--- config.mk ---
export PLATFORM = sky130hd
export DESIGN_NAME = updown_count_sequencer
export DESIGN_NICKNAME = d
export VERILOG_FILES = /design/src/rtl/updown_count_sequencer.sv
export SDC_FILE = /design/constraint.sdc
export NUM_CORES = 1
export LEC_CHECK = 0
export CELL_PAD_IN_SITES_DETAIL_PLACEMENT = 0
export CELL_PAD_IN_SITES_GLOBAL_PLACEMENT = 1
export CORE_MARGIN = 2
export CORE_UTILIZATION = 38
export CTS_BUF_LIST = sky130_fd_sc_hd__clkbuf_2
export DETAILED_ROUTE_END_ITERATION = 16
export GPL_ROUTABILITY_DRIVEN = 0
export PLACE_DENSITY_LB_ADDON = 0.1
export SYNTH_ARGS = -nofsm -noshare
export SYNTH_HDL_FRONTEND = slang
export SYNTH_SLANG_ARGS = --single-unit
export TNS_END_PERCENT = 100
--- constraint.sdc ---
create_clock -name clk -period 2.4 [get_ports clk]
set_clock_uncertainty 0.15 [all_clocks]
set_input_delay 0.24 -clock clk [delete_from_list [all_inputs] [get_ports clk]]
set_output_delay 0.24 -clock clk [all_outputs]
set_load 0.005 [all_outputs]
--- src/rtl/updown_count_sequencer.sv ---
// Sequences an external up/down counter through a programmed triangle profile:
// clear, count up to top, dwell at the peak, count down to 0, repeated for `loops` passes.
module updown_count_sequencer #(
   parameter int unsigned WIDTH   = 4,
   parameter int unsigned DWELL_W = 4,
   parameter int unsigned LOOP_W  = 4
) (
   input  logic               clk,
   input  logic               reset,
   input  logic               start,
   input  logic               abort,
   input  logic [WIDTH-1:0]   top,
   input  logic [DWELL_W-1:0] dwell,
   input  logic [LOOP_W-1:0]  loops,
   input  logic [WIDTH-1:0]   count,
   output logic               cnt_enable,
   output logic               cnt_up_down,
   output logic               cnt_reset,
   output logic               busy,
   output logic               done,
   output logic               aborted,
   output logic [LOOP_W-1:0]  loop_idx
);

   typedef enum logic [2:0] {
      S_IDLE,
      S_CLEAR,
      S_UP,
      S_DWELL,
      S_DOWN,
      S_DONE,
      S_ABORT
   } state_t;

   state_t               state;
   state_t               state_nxt;
   logic [WIDTH-1:0]     top_q;
   logic [DWELL_W-1:0]   dwell_q;
   logic [LOOP_W-1:0]    loops_q;
   logic [DWELL_W-1:0]   dwell_cnt;

   logic accept;
   logic degenerate;
   logic at_top;
   logic at_bottom;
   logic last_pass;

   assign accept     = start & ~abort;
   assign degenerate = (loops == '0) | (top == '0);
   assign at_top     = count >= top_q;
   assign at_bottom  = count == '0;
   assign last_pass  = (loop_idx + LOOP_W'(1)) == loops_q;

   // State register
   always_ff @(posedge clk) begin
      if (reset) state <= S_IDLE;
      else       state <= state_nxt;
   end

   // Latched profile, dwell countdown and completed-pass counter
   always_ff @(posedge clk) begin
      if (reset) begin
         top_q     <= '0;
         dwell_q   <= '0;
         loops_q   <= '0;
         dwell_cnt <= '0;
         loop_idx  <= '0;
      end else begin
         case (state)
            S_IDLE: begin
               if (accept) begin
                  top_q    <= top;
                  dwell_q  <= dwell;
                  loops_q  <= loops;
                  loop_idx <= '0;
               end
            end
            S_UP: begin
               if (!abort && at_top) dwell_cnt <= dwell_q;
            end
            S_DWELL: begin
               if (!abort) dwell_cnt <= dwell_cnt - DWELL_W'(1);
            end
            S_DOWN: begin
               if (!abort && at_bottom) loop_idx <= loop_idx + LOOP_W'(1);
            end
            default: ;
         endcase
      end
   end

   // Next-state logic; abort wins over every in-sequence transition
   always_comb begin
      state_nxt = state;
      case (state)
         S_IDLE: begin
            if (accept) state_nxt = degenerate ? S_DONE : S_CLEAR;
         end
         S_CLEAR: begin
            state_nxt = abort ? S_ABORT : S_UP;
         end
         S_UP: begin
            if (abort)       state_nxt = S_ABORT;
            else if (at_top) state_nxt = (dwell_q == '0) ? S_DOWN : S_DWELL;
         end
         S_DWELL: begin
            if (abort)                            state_nxt = S_ABORT;
            else if (dwell_cnt == DWELL_W'(1))    state_nxt = S_DOWN;
         end
         S_DOWN: begin
            if (abort)          state_nxt = S_ABORT;
            else if (at_bottom) state_nxt = last_pass ? S_DONE : S_UP;
         end
         S_DONE:  state_nxt = S_IDLE;
         S_ABORT: state_nxt = S_IDLE;
         default: state_nxt = S_IDLE;
      endcase
   end

   // Output decode; enable is never given at a boundary in the boundary direction
   always_comb begin
      cnt_enable  = 1'b0;
      cnt_up_down = 1'b0;
      cnt_reset   = 1'b0;
      busy        = 1'b1;
      done        = 1'b0;
      aborted     = 1'b0;
      case (state)
         S_IDLE:  busy = 1'b0;
         S_CLEAR: cnt_reset = 1'b1;
         S_UP: begin
            cnt_up_down = 1'b1;
            cnt_enable  = ~abort & ~at_top;
         end
         S_DWELL: cnt_up_down = 1'b1;
         S_DOWN:  cnt_enable = ~abort & ~at_bottom;
         S_DONE:  done = 1'b1;
         S_ABORT: begin
            aborted   = 1'b1;
            cnt_reset = 1'b1;
         end
         default: busy = 1'b0;
      endcase
   end

endmodule

==> flow_metrics.py <==
metrics = {
    "finish": {
        "synthToLayoutAreaGrowth_pct": 37.8,
        "leading_cell_type_in_the_layout_fill_and_taps_excluded": "nand2_1",
        "final_util_pct": 54.0,
        "finalNetCount": 257,
        "antenna_cells": 0,
        "final_cell_mix": "33 x nand2_1, 27 x clkdlybuf4s50_1, 21 x a21oi_1, 21 x buf_4, 19 x dfxtp_1",
        "post_route_cells_drive_above_1_share_pct": 16.6,
    },
    "detailed_routing": {
        "first_iter_violations": 83,
        "drt-pass1-iter-count": 4,
        "viasPerCell": 5.33,
        "wirelength_microns": 3650,
        "num_vias": 1477,
        "wl_per_cell_microns": 13.2,
        "antenna_violating_nets_post_route": 0,
        "drcViolationCount": 0,
    },
    "setup_path": {
        "critical_path.cell_chain": "ha_1, nand2b_4, a2111oi_4, buf_4, o21ai_0, o21a_1, nor3_1, buf_2",
        "cp_top_family": "compound AO/OA/AOI/OAI gates",
        "worstSetupEndpointType": "primary output",
        "critical_path.n_buffers_inverters": 2,
        "max_stage_delay_ns": 0.37,
        "cp_max_fo": 2,
        "cp_slowest_cell": "dfxtp_2",
        "setup_crit_path_kind": "flop to primary output",
        "startpoint_type": "flop",
        "worst-endpoint-arrival_ns": 1.99,
        "required_ns": 2.01,
    },
    "timing": {
        "final_max_slew_viol_count": 0,
        "timing.final.setup_violations": 0,
        "hold_ws_ns": 0.271,
        "slew_headroom_pct": 61.6,
        "achievable-frequency_mhz": 420,
        "total_count_of_hold_check_failures_in_the_final_report": 0,
        "finalCritPeriodShare_pct": 99.2,
        "transition_time_at_the_pin_with_the_least_slew_margin_ns": 0.570,
        "grt_setup_unrepaired": "yes",
        "finalWorstPathRequiredPeriod_ns": 2.38,
    },
    "clock_tree": {
        "cts_inserted_buffers": 3,
        "clkSinkCount": 23,
        "clockBufferDepth": 2,
        "cts_tree": "built",
        "cts.clk_slew.worst_paths_ns": 0.22,
        "ctsRootBufferMaster": "clkbuf_2",
        "cts_htree_levels": 1,
        "clock_insertion_delay_worst_skew_ns": 0.34,
        "cts_hold_buffers": 0,
    },
    "synthesis": {
        "synth_ff_type": "dfxtp_1",
        "synthesis.instances": 185,
        "synth_warnings": 0,
        "async_flop_share_pct": 0,
        "yosys.area.top_type_share_pct": 32.6,
        "synth.distinct_cells": 41,
        "largest_area_contributor_in_the_synthesized_netlist": "dfxtp_1",
        "synth_area_leaders": "dfxtp_1 33%, nand2_1 8.8%, a21oi_1 7.4%, ha_1 6.2%, inv_1 2.7%",
        "syn-num-nets": 212,
        "synth-seq-cells": 23,
        "synth_area_per_cell_sq_um": 7.64,
        "synth-edff-count": 0,
        "seq_area_frac_synth_pct": 32.6,
        "syn-cell-area_sq_um": 1410,
    },
    "floorplan": {
        "area_of_the_die_sq_um": 4220,
        "initial_standard_cell_utilization_of_the_core_pct": 39.2,
        "core.rowCount": 22,
        "die_x_microns": 65.0,
        "top_level_ports": 30,
        "die_y_microns": 65.0,
        "core_area_sq_um": 3610,
    },
    "outcome": {
        "status": "finished, final reports clean",
    },
    "power": {
        "pwrdens_nw_per_um2": 611,
        "power.internal_w": 0.000742,
        "combinationalPowerShare_pct": 44.0,
        "power_switching_share_pct": 37.7,
        "peakVddDrop_mv": 0.239,
        "leakage_nw": 0.722,
        "switchingPower_w": 0.000449,
        "p_clk_share_pct": 13.8,
        "power.sequential.fraction_pct": 42.2,
    },
    "global_routing": {
        "wire_length_of_the_first_global_routing_pass_microns": 6290,
        "grt_total_usage_pct": 18.6,
        "grt_max_degree": 18,
        "overflow": 0,
        "number_of_antenna_violations_at_the_first_check_in_global_routing": 0,
        "via_count_of_the_first_global_routing_pass": 1428,
    },
    "run": {
        "max-cap-violations": 0,
    },
    "placement": {
        "dpl.hpwl_microns": 2750,
        "buffer_ports.inserted": 29,
    },
    "hold_path": {
        "worstHoldPathType": "input port to flop",
    },
}
stage by stage:
step	instance area, sq um	setup TNS, ns	cells	power [W]	worst slack, ns
3_5_place_dp	1880	-1.66	272	0.00101	-0.573
3_3_place_gp	1880	-1.54	272	0.000998	-0.566
4_1_cts	1920	0	276	0.00118	0.00683
5_1_grt	1950	-0.107	277	0.00128	-0.107
2_1_floorplan	1410	0	185	0.000780	0.329
6_report	1950	0	277	0.00119	0.0192
state kept, by name, indices dropped and copies added (netlist names):
signal and cells:
dwell_cnt 4, dwell_q 4, loop_idx 4, loops_q 4, state 3, top_q 4
cell families after synthesis:
kind of cell | Yosys count | synth area share [%]
muxes | 1 | 0.709
DFF | 23 | 32.6
adders and majority gates | 7 | 6.20
AOI/OAI and AO/OA | 51 | 23.1
xor gates and xnor gates | 6 | 3.72
and+or+nand+nor | 77 | 28.3
buffers and inverters | 20 | 5.31
cells in the mapped netlist (4+ instances only):
cell      count
nor4_1        6
xnor2_1       4
ha_1          7
dfxtp_1      23
nand2b_1      5
inv_1        10
a21oi_1      21
clkbuf_1      9
o21a_1        4
nor3_1        5
nand2_1      33
o21ai_0       6
nor2_1       10
power by group through the flow:
| stage | registers [W] | logic [W] | clock network [W] |
|---|---|---|---|
| after floorplan | 0.000455 | 0.000325 | 0 |
| after global placement | 0.000504 | 0.000494 | 0 |
| after detailed placement | 0.000507 | 0.000505 | 0 |
| after CTS | 0.000499 | 0.000518 | 0.000167 |
| after global routing | 0.000514 | 0.000585 | 0.000181 |
| final | 0.000502 | 0.000524 | 0.000164 |
final timing paths:
| path | from | to | slack (ns) | depth (start not counted) |
|---|---|---|---|---|
| hold / removal | dwell[1] | dwell_q[1] | 0.27 | 3 |
| setup / recovery | top_q[0] | cnt_enable | 0.02 | 8 |
| hold reg to reg | top_q[0] | top_q[0] | 0.32 | 2 |
| setup reg to reg | top_q[0] | dwell_cnt[0] | 0.24 | 8 |
worst min-delay path: cells and delay by family:
family | cells | cell delay (ns)
buffers and inverters | 1 | 0.39
AOI/OAI and AO/OA | 1 | 0.05
and+or+nand+nor | 1 | 0.05
metal layers:
metal / wire [microns] / global-route usage, %
met4: 58 / 7.98
met1: 1670 / 23.6
met3: 196 / 2.26
met5: 0 / 0
met2: 1720 / 31.7
cell type report:
type                       count  area, sq um
fill                         369         1660
multi-input combinational    142          922
inverter                      10         37.5
sequential                    23          465
tap                           48         60.1
clock buffer                   4         20.0
timing repair buffer          50          442
timing repair:
item / CTS / global route
buffers inserted: 0 / 1
gates resized for setup: 10 / 4
endpoints found under the setup margin: 1 / 4
hold endpoints to repair: 0 / 0
pin swaps: 1 / 0
(Power assumes the default switching activity.)
